## src/rtl/s4ga_fabric.sv

```systemverilog
// s4ga_fabric: serially configured, time-multiplexed LUT fabric.
// N LUTs of K inputs are loaded through a W-bit shift chain. In run mode one LUT
// is evaluated per clock, round-robin, into a registered output bank that also
// feeds back as LUT inputs.
module s4ga_fabric #(
  parameter int N = 8,
  parameter int K = 4,
  parameter int W = 4,
  parameter int I = 4
) (
  input  logic         clk,
  input  logic         rst,
  input  logic         cfg,
  input  logic [W-1:0] si,
  input  logic [I-1:0] ins,
  output logic [N-1:0] luts,
  output logic         loaded,
  output logic         frame
);

  localparam int SELW     = $clog2(N + I);
  localparam int TTB      = 2 ** K;
  localparam int FRAME    = TTB + K * SELW;
  localparam int CFG_BITS = N * FRAME;
  localparam int CFG_CYC  = (CFG_BITS + W - 1) / W;
  localparam int CHAIN    = CFG_CYC * W;
  localparam int IDXW     = $clog2(N);
  localparam int CNTW     = $clog2(CFG_CYC + 1);

  logic [CHAIN-1:0] chain;
  logic [IDXW-1:0]  idx;
  logic [CNTW-1:0]  cnt;
  logic             cfg_q;

  logic [FRAME-1:0] cur;
  logic [TTB-1:0]   tt;
  logic [K-1:0]     addr;
  logic             eval_bit;
  logic [CNTW-1:0]  cnt_nxt;
  logic             last;

  // Selector decode: LUT outputs first, then external inputs, anything above reads 0.
  function automatic logic sel_decode(input logic [SELW-1:0] s,
                                      input logic [N-1:0]    l,
                                      input logic [I-1:0]    x);
    logic b;
    b = 1'b0;
    for (int m = 0; m < N; m++)
      if (s == SELW'(m)) b = l[m];
    for (int m = 0; m < I; m++)
      if (s == SELW'(N + m)) b = x[m];
    return b;
  endfunction

  // Pick out the configuration frame of the LUT currently being evaluated.
  always_comb begin
    cur = '0;
    for (int j = 0; j < N; j++)
      if (idx == IDXW'(j)) cur = chain[j*FRAME +: FRAME];
  end

  // Gather the K selected inputs and look up the truth table.
  always_comb begin
    addr = '0;
    for (int k = 0; k < K; k++)
      addr[k] = sel_decode(cur[TTB + k*SELW +: SELW], luts, ins);
    tt       = cur[TTB-1:0];
    eval_bit = tt[addr];
  end

  // Config word count: restart at 1 on cfg entry, saturate at a full load.
  always_comb begin
    if (!cfg_q)
      cnt_nxt = CNTW'(1);
    else if (cnt == CNTW'(CFG_CYC))
      cnt_nxt = cnt;
    else
      cnt_nxt = cnt + CNTW'(1);
    last = (idx == IDXW'(N - 1));
  end

  // Shift chain, load tracking, round-robin evaluation and sweep pulse.
  always_ff @(posedge clk or negedge rst) begin
    if (!rst) begin
      chain  <= '0;
      luts   <= '0;
      idx    <= '0;
      cnt    <= '0;
      loaded <= 1'b0;
      frame  <= 1'b0;
      cfg_q  <= 1'b0;
    end else begin
      cfg_q <= cfg;
      if (cfg) begin
        chain <= {si, chain[CHAIN-1:W]};
        cnt   <= cnt_nxt;
        if (cnt_nxt == CNTW'(CFG_CYC))
          loaded <= 1'b1;
        else if (!cfg_q)
          loaded <= 1'b0;
        idx   <= '0;
        frame <= 1'b0;
      end else if (loaded) begin
        luts[idx] <= eval_bit;
        frame     <= last;
        idx       <= last ? '0 : idx + IDXW'(1);
      end else begin
        idx   <= '0;
        frame <= 1'b0;
      end
    end
  end

endmodule

```

## config.mk

```make
export PLATFORM = sky130hd
export DESIGN_NAME = s4ga_fabric
export DESIGN_NICKNAME = d
export VERILOG_FILES = /design/src/rtl/s4ga_fabric.sv
export SDC_FILE = /design/constraint.sdc
export NUM_CORES = 1
export LEC_CHECK = 0
export BUFFER_PORTS_ARGS = -buffer_cell sky130_fd_sc_hd__buf_2
export CAP_MARGIN = 10
export CORE_ASPECT_RATIO = 1.2
export CORE_MARGIN = 8
export CORE_UTILIZATION = 35
export CTS_CLUSTER_DIAMETER = 200
export DETAILED_ROUTE_END_ITERATION = 10
export PLACE_DENSITY = 0.55
export SYNTH_ARGS = -nofsm -noshare
export SYNTH_HDL_FRONTEND = slang
export SYNTH_SLANG_ARGS = --single-unit
```

## constraint.sdc

```tcl
create_clock -name clk -period 12.8 [get_ports clk]
set_input_delay 0 -clock clk [delete_from_list [all_inputs] [get_ports clk]]
set_output_delay 0 -clock clk [all_outputs]
set_load 0.05 [all_outputs]
```

; ---- After elaboration in Yosys (flattened, before gate mapping)
; Index checks and enable logic that the tools add are counted.
[totals]
register_bits = 277
input_bits = 11
output_inout_bits = 10
[classes]
n_reduce_logical = 8
bitwise = 1
muxes = 70
order_cmp = 3
add_sub_neg = 2
eq_ne = 54
[op_table]
columns = cell, count
row1 = $mux 32, 8
row2 = $eq 4x3->1 const B, 16
row3 = $eq 4x4->1 const B, 16
row4 = $mux 1, 54
row5 = $eq 4x2->1 const B, 8
row6 = $eq 4x1->1 const B, 4
row7 = $logic_not 4->1, 4
row8 = $eq 7x7->1 const B, 2
row9 = $mux 7, 2
row10 = $eq 3x3->1 const B, 4
row11 = $mux 3, 3
row12 = $bwmux 8, 1
row13 = $add 7x1->7 const B, 1
row14 = $eq 3x2->1 const B, 2
row15 = $lt 4x5->1 const B, 1
row16 = $bmux 1 s4, 1
row17 = $lt 3x4->1 const B, 1
row18 = $reduce_and 2->1, 2
row19 = $add 3x1->3 const B, 1
row20 = $demux 1 s3, 1
row21 = $eq 3x1->1 const B, 1
row22 = $ge 3x1->1 const B, 1
row23 = $logic_not 3->1, 1
row24 = $ne 2x1->1 const B, 1
row25 = other kinds (2), 2

; ---- Logic depth before layout (Yosys ltp)
; Gate-level depths: netlist of the first run.
[depth]
word_depth = 25
depth_mapped = 20

; ---- Worst setup path after synthesis of the first run
; Ideal clock, no wire load.
[synth_timing]
path_kind = register to register
from = register idx[2]
to = register luts[7]
setup_slack_ns = 8.467
stages_incl_launch_ff = 19
arrival_time_ns = 4.198
path_buffers = 5
required_ns = 12.665
path_cell_list = dfrtp_1 -> buf_6 -> buf_2 -> inv_1 -> clkbuf_1 -> buf_1 -> ha_1 -> or2_1 -> buf_6 -> a221oi_4 -> o211ai_2 -> a311o_1 -> o2111a_1 -> a211o_1 -> a211oi_4 -> mux2_2 -> a22o_2 -> nor3_1 -> a22oi_1
[synth_between]
elab_chain_len = 25
elab_cells_between_ends = 120
classes_between = order compare: 2 / eq/ne: 51 / mux: 61 / reduce/logical: 6
[synth_lines]
columns = element, line_no
row1 = "start, declared", 31  ; logic [IDXW-1:0] idx;
row2 = "start signal, assigned", 106  ; idx <= last ? '0 : idx + IDXW'(1);
row3 = $logic_not 3->1, 59  ; if (idx == IDXW'(j)) cur = chain[j*FRAME +: FRAME];
row4 = $mux 32 (8 in series), 59
row5 = $logic_not 4->1, 49  ; if (s == SELW'(m)) b = l[m];
row6 = $mux 1 (8 in series), 49
row7 = $mux 1 (4 in series), 51  ; if (s == SELW'(N + m)) b = x[m];
row8 = $bmux 1 s4, 68  ; eval_bit = tt[addr];
row9 = $mux 1 (not written as such), 68
row10 = $bwmux 8 (*), 104  ; luts[idx] <= eval_bit;
row11 = "end signal, assigned by index", 104
row12 = "end, declared", 16  ; output logic [N-1:0] luts,
; Mark *: on every way between the ends. The rest lies on a longest branch, timed or not. The select of a mux whose other input is x is not followed.
; A chain may end at the register's enable or synchronous reset.

; ---- Worst setup path in the final report of the first run
[layout_timing]
from = register idx[2]
to = register luts[4]
; Same word-level chain as after synthesis.

==> results of run 1 <==
cells in the mapped netlist (all sizes together), types with 4 or more instances:
cell type | count | area, sq um
clkbuf | 57 | 214
a22oi | 6 | 45.0
a221oi | 19 | 196
o31ai | 6 | 55.1
o22ai | 10 | 62.6
dfrtp | 277 | 6930
nand3b | 13 | 97.6
nand4 | 8 | 50.1
nor3b | 4 | 30.0
o2bb2ai | 5 | 43.8
o211ai | 22 | 170
ha | 8 | 100
inv | 33 | 124
nor3 | 16 | 80.1
and3 | 14 | 87.6
a211oi | 7 | 65.1
a31oi | 22 | 138
nand2b | 4 | 25.0
nor2b | 19 | 119
mux2i | 18 | 180
a21oi | 69 | 360
buf | 33 | 204
and2 | 6 | 37.5
a221o | 4 | 40.0
o21ai | 84 | 420
nor2 | 50 | 195
nand2 | 112 | 423
o2111a | 4 | 45.0
o2111ai | 5 | 43.8
mux2 | 248 | 2790
nand3 | 23 | 115
o221ai | 6 | 58.8
kinds of logic after synthesis:
group	Yosys count	synth area share [%]
adder cells (fa/ha/maj)	8	0.712
buffers and inverters	123	3.85
multiplexers	267	21.3
flip-flops	277	49.3
AND/OR/NAND/NOR	283	9.72
XOR/XNOR	3	0.187
AO/OA/AOI/OAI	307	14.9
final cells by class:
cell class | count | area [sq um]
multi-input combinational | 868 | 6600
clock inverter | 10 | 120
timing repair buffer | 39 | 290
sequential | 277 | 6930
clock buffer | 39 | 823
tap | 533 | 667
fill | 3893 | 24200
inverter | 33 | 124
what timing repair did:
action,in CTS,in global routing
hold buffers,6,0
hold endpoints to repair,95,0
setup endpoints to repair,0,0
registers in the layout, indices dropped and copies added, names as in the netlist:
register  flops
chain       256
luts          8
cnt           7
idx           3
cfg_q         1
frame         1
loaded        1
stage by stage:
stage               utilization (%)  setup slack, ns  power (uW)  area (sq um)  hold WS [ns]
CTS                            39.2             7.88        2480         15600        0.0544
detailed placement             36.6             7.90        1630         14600        0.0711
floorplan                         -             8.47        1490         14100        -0.296
finish                         39.2             7.85        2460         15600        0.0249
global route                   39.2             7.51        2590         15600         0.102
global placement               36.6             7.93        1620         14600        0.0659
worst max path at each step:
stage          startpoint  endpoint  slack (ns)  cells after the start
6_report           idx[2]   luts[4]        7.85                     15
5_1_grt            idx[2]   luts[4]        7.51                     15
4_1_cts            idx[2]   luts[4]        7.88                     15
3_5_place_dp       idx[2]   luts[4]        7.90                     15
3_3_place_gp       idx[2]   luts[4]        7.93                     15
2_1_floorplan      idx[2]   luts[7]        8.47                     18
metal layers:
metal | GRT usage, % | wire length, um | up-vias | share of wire [%]
li1 | - | - | 4604 | -
met1 | 21.2 | 16800 | 4929 | 46
met2 | 25.7 | 17300 | 206 | 47
met3 | 2.10 | 1500 | 45 | 4.1
met4 | 4.54 | 952 | 0 | 2.6
met5 | 0 | 0 | - | 0
power by group through the flow:
stage,Sequential [uW],Clock [uW],Combinational (uW)
finish,1260,846,352
detailed placement,1270,0,353
CTS,1260,867,356
global route,1290,905,391
floorplan,1200,0,289
global placement,1270,0,345
==> impl_metrics.py, run 1 <==
metrics = {
    "power": {
        "combinationalPowerShare_pct": 14.3,
        "internal_power_uw": 1780,
        "power.sequential.fraction_pct": 51.2,
        "clock_power_share_pct": 34.4,
        "power.share.switching_pct": 27.5,
        "net_switching_component_of_the_power_uw": 675,
        "power_per_cell_area_nw_per_um2": 158,
        "highest_ir_drop_seen_on_vdd_mv": 0.101,
        "static-leakage-power_uw": 0.00689,
    },
    "routing": {
        "remaining_drcs": 0,
        "detail_route.first_pass.iterations": 4,
        "routed_wl_um": 36600,
        "postRouteAntennaNets": 0,
        "initialDrtViolationCount": 584,
        "dr_total_vias": 9784,
        "detail_route.vias_per_cell": 5.44,
        "avgRoutedWirePerCell_um": 20.3,
    },
    "synth": {
        "postSynthCellCount": 1268,
        "synth.distinct_cells": 78,
        "synth.net_count": 1287,
        "mapped_cell_area_sq_um": 14100,
        "async_flop_share_pct": 100,
        "synth_sequential_area_ratio_pct": 49.3,
        "number_of_enable_type_register_cells_in_the_synthesized_netlist": 0,
        "ys_dominant_reg_cell": "dfrtp_1",
        "synthesis.yosys.warnings": 0,
        "ys_seq_elements": 277,
        "synth_area_per_inst_sq_um": 11.1,
    },
    "clock_tree": {
        "clock_root_buffer": "clkbuf_16",
        "clock_path_buffers": 3,
        "cts_setup_buffers": 0,
        "worstSkewPairLatency_ns": 0.56,
        "cts_resized": 0,
        "clock_sinks": 277,
        "h_tree_levels": 1,
        "tritoncts.num_buffers": 29,
        "tritoncts": "built",
        "path_clk_slew_ns": 0.06,
    },
    "floorplan": {
        "io-pin-count": 21,
        "horizontal_die_dimension_um": 199,
        "fp-row-count": 80,
        "dieArea_sq_um": 46900,
        "core_area_sq_um": 39700,
        "chipHeight_um": 236,
        "initial_utilization_pct": 35.4,
    },
    "critical_path": {
        "crit-reg2reg-capture": "luts[4]",
        "arrival_worst_endpoint_ns": 5.42,
        "timing.critical_path.cells": "buf_4, inv_1, ha_1, buf_4, or2_1, a221oi_1, o221ai_2, mux2i_1, mux2i_1, o211ai_1, nand2_2, mux2i_1, mux4_2, nand2b_1, a22oi_1",
        "timing.reg2reg.worst_path_depth": 15,
        "critical-path-slowest-cell": "a221oi_1",
        "critical_path.max_stage_delay_ns": 0.54,
        "criticalPathCategory": "reg -> reg",
        "critical_path_peak_fanout": 46,
        "cp-start-kind": "register",
        "timing.critical_path.max_delay_family": "compound AO/OA/AOI/OAI gates",
        "worstSetupEndpointType": "register",
        "slack_of_the_worst_reg_to_reg_path_ns": 7.85,
        "critical-path-top-cell-by-count": "mux2i_1",
        "worstPathBufferInverterCount": 3,
        "critical_path.reg2reg.startpoint": "idx[2]",
        "worst_ep_required_time_ns": 13.27,
    },
    "final_layout": {
        "antennaDiodeCount": 0,
        "num-nets-final": 1267,
        "layout.cells.most_common": "dfrtp_1",
        "layout.cells.most_common_list": "dfrtp_1, mux2_2, nand2_1",
        "layout-drive-gt1-share_pct": 27.9,
        "area.growth.synth_to_final_pct": 10.7,
        "layout.cells.non_filler": 1799,
    },
    "place": {
        "dpl.hpwl_um": 24600,
        "globalplace.congestion": 0.867,
        "port_buffers": 20,
        "numPlacedInstances": 1744,
    },
    "global_routing": {
        "gr-total-overflow": 0,
        "number_of_global_route_vias_before_repair": 9905,
        "grt_max_degree": 188,
        "grt_usage_pct": 15.7,
        "antenna_violations_before_repair": 0,
        "grt_pass1_wl_um": 58700,
    },
    "timing": {
        "achievable_frequency_mhz": 202,
        "finalMaxSlewViolations": 0,
        "slew_at_the_pin_with_the_worst_max_slew_slack_ns": 1.04,
        "setup_viol": 0,
        "finalHoldViolCount": 0,
        "final.period_utilization_pct": 38.7,
        "layout_min_cycle_time_ns": 4.95,
        "aggregate_negative_setup_slack_ns": 0,
        "timing.slew.headroom_pct": 30.7,
        "clock-skew-final_ns": 0.0131,
        "rsz0062_at_grt": "false",
    },
    "outcome": {
        "status": "finished clean",
    },
    "flow_run": {
        "timing.max_cap.violations": 0,
    },
    "hold_path": {
        "hold_wc_path_type": "in -> async",
    },
}
Power figures use the tool's default switching activity.
==> run 2: changes to the inputs <==
==> constraint.sdc (replaced) <==
create_clock -name clk -period 4.8 [get_ports clk]
set_input_delay 0 -clock clk [delete_from_list [all_inputs] [get_ports clk]]
set_output_delay 0 -clock clk [all_outputs]
set_load 0.05 [all_outputs]
==> run 2 against run 1 <==
Sequential cell count did not move. Utilization rose by 0.36 points. Setup slack got worse by 7.5 ns. Global-route usage rose by 0.17 points. Fmax rose by 11%. Critical path depth fell by 1. Wire length rose by 1.6%. Clock skew fell by 0.0032 ns. Cell area rose by 0.91%.
==> impl_metrics.py, run 2 (synthesis results as in run 1) <==
metrics = {
    "critical_path": {
        "critical-path-top-cell-by-count": "inv_1",
        "worstSetupEndpointType": "register",
        "worst_ep_required_time_ns": 5.27,
        "criticalPathCategory": "reg -> reg",
        "critical-path-slowest-cell": "ha_2",
        "critical_path_peak_fanout": 25,
        "cp-start-kind": "register",
        "arrival_worst_endpoint_ns": 4.93,
        "slack_of_the_worst_reg_to_reg_path_ns": 0.35,
        "critical_path.max_stage_delay_ns": 0.56,
        "timing.critical_path.cells": "inv_1, ha_2, buf_4, nand3b_1, a221oi_2, o22ai_1, a21oi_4, mux2_2, o221ai_1, a32oi_1, inv_1, mux4_2, nand2b_1, a22oi_1",
    },
    "routing": {
        "dr_total_vias": 10079,
        "postRouteAntennaNets": 0,
        "remaining_drcs": 0,
        "detail_route.first_pass.iterations": 5,
        "detail_route.vias_per_cell": 5.55,
        "initialDrtViolationCount": 792,
        "avgRoutedWirePerCell_um": 20.5,
        "routed_wl_um": 37200,
    },
    "timing": {
        "final.period_utilization_pct": 92.8,
        "timing.slew.headroom_pct": 23.5,
        "slew_at_the_pin_with_the_worst_max_slew_slack_ns": 1.15,
        "achievable_frequency_mhz": 224,
        "finalHoldViolCount": 0,
        "rsz0062_at_grt": "false",
        "clock-skew-final_ns": 0.00985,
        "worst_slack_ns": 0.346,
        "finalMaxSlewViolations": 0,
        "layout_min_cycle_time_ns": 4.45,
        "aggregate_negative_setup_slack_ns": 0,
        "setup_viol": 0,
    },
    "power": {
        "power.sequential.fraction_pct": 51.8,
        "clock_power_share_pct": 33.7,
        "combinationalPowerShare_pct": 14.5,
        "net_switching_component_of_the_power_uw": 1800,
        "power.share.switching_pct": 27.6,
        "highest_ir_drop_seen_on_vdd_mv": 0.237,
        "static-leakage-power_uw": 0.00695,
        "internal_power_uw": 4720,
        "power_per_cell_area_nw_per_um2": 415,
    },
    "clock_tree": {
        "h_tree_levels": 1,
        "path_clk_slew_ns": 0.06,
        "worstSkewPairLatency_ns": 0.56,
        "cts_setup_buffers": 0,
        "clock_path_buffers": 3,
        "cts_resized": 0,
        "tritoncts.num_buffers": 29,
        "tritoncts": "built",
        "clock_sinks": 277,
        "clock_root_buffer": "clkbuf_16",
    },
    "floorplan": {
        "core_area_sq_um": 39700,
        "initial_utilization_pct": 35.4,
        "dieArea_sq_um": 46900,
        "io-pin-count": 21,
        "fp-row-count": 80,
        "chipHeight_um": 236,
        "horizontal_die_dimension_um": 199,
    },
    "final_layout": {
        "largest_register_ffs": 256,
        "nFillCells": 3907,
        "registers.top_by_ff_count": "chain",
        "antennaDiodeCount": 0,
        "layout.cells.most_common_list": "dfrtp_1, mux2_2, nand2_1",
        "area.growth.synth_to_final_pct": 11.7,
        "layout_top_registers": "chain x256, luts x8, cnt x7",
        "storage_element_area_sq_um": 6930,
        "num-nets-final": 1280,
        "layout-drive-gt1-share_pct": 28.3,
        "multi_input_area_sq_um": 6600,
        "layout.cells.most_common": "dfrtp_1",
    },
    "flow_run": {
        "timing.max_cap.violations": 0,
    },
    "global_routing": {
        "grt_pass1_wl_um": 59100,
        "gr-total-overflow": 0,
        "grt_max_degree": 199,
        "antenna_violations_before_repair": 0,
        "grt_usage_pct": 15.8,
        "number_of_global_route_vias_before_repair": 9930,
    },
    "place": {
        "dp_worst_slack_ns": 0.372,
        "globalplace.congestion": 0.888,
        "dpl.hpwl_um": 25400,
        "port_buffers": 20,
    },
    "hold_path": {
        "hold_wc_path_type": "in -> async",
    },
    "outcome": {
        "status": "finished clean",
    },
}
## run 2: worst paths after layout
path                               to       from  depth (start not counted)
min                            cnt[6]        rst                          2
max                           luts[4]     idx[1]                         14
min in group clk           chain[254]      si[2]                          3
min reg2reg                 chain[84]  chain[88]                          2
max reg2reg                   luts[4]     idx[1]                         14
max in group asynchronous     luts[7]        rst                          3
## run 2: worst max-delay path: cells and delay by family, from the launching register on
family | cells | cell delay, ns
flops | 1 | 0.47
buf+inv | 3 | 0.71
simple gates | 2 | 0.42
compound gates | 6 | 1.33
mux | 2 | 0.86
fa+ha+maj | 1 | 0.56
## run 2: power by group through the flow
| stage | Sequential [uW] | Combinational, uW | Clock (uW) |
|---|---|---|---|
| 6_report | 3370 | 947 | 2200 |
| 5_1_grt | 3460 | 1050 | 2340 |
| 4_1_cts | 3370 | 956 | 2260 |
| 3_5_place_dp | 3410 | 946 | 0 |
| 3_3_place_gp | 3400 | 921 | 0 |
| 2_1_floorplan | 3200 | 770 | 0 |
## run 2: timing repair
action | CTS | global route
endpoints found under the setup margin | 0 | 0
hold buffers | 6 | 0
hold endpoints to repair | 127 | 0
## run 2: cell type report
cell class                      instances  share of cell area [%]
Timing Repair Buffer                   52                    2.95
Tap cell                              533                    4.25
Inverter                               33                   0.789
Clock inverter                         10                   0.685
Clock buffer                           42                    5.12
Sequential cell                       277                    44.2
Multi-Input combinational cell        868                    42.1
## run 2: per-layer routing
| metal | global-route usage, % | routed length, um |
|---|---|---|
| met1 | 21.9 | 16600 |
| met3 | 2.12 | 1750 |
| met2 | 25.1 | 17600 |
| met4 | 5.28 | 1180 |
| met5 | 0 | 0 |
## run 2: per-stage QoR
step | cells | utilization, % | total power (uW) | cell area [sq um] | hold slack [ns]
after floorplan | 1268 | - | 3960 | 14100 | -0.296
after global placement | 1757 | 37.1 | 4320 | 14700 | 0.123
after detailed placement | 1757 | 37.1 | 4360 | 14700 | 0.127
after CTS | 1815 | 39.5 | 6590 | 15700 | 0.119
after global routing | 1815 | 39.5 | 6850 | 15700 | 0.138
final | 1815 | 39.5 | 6520 | 15700 | 0.0881
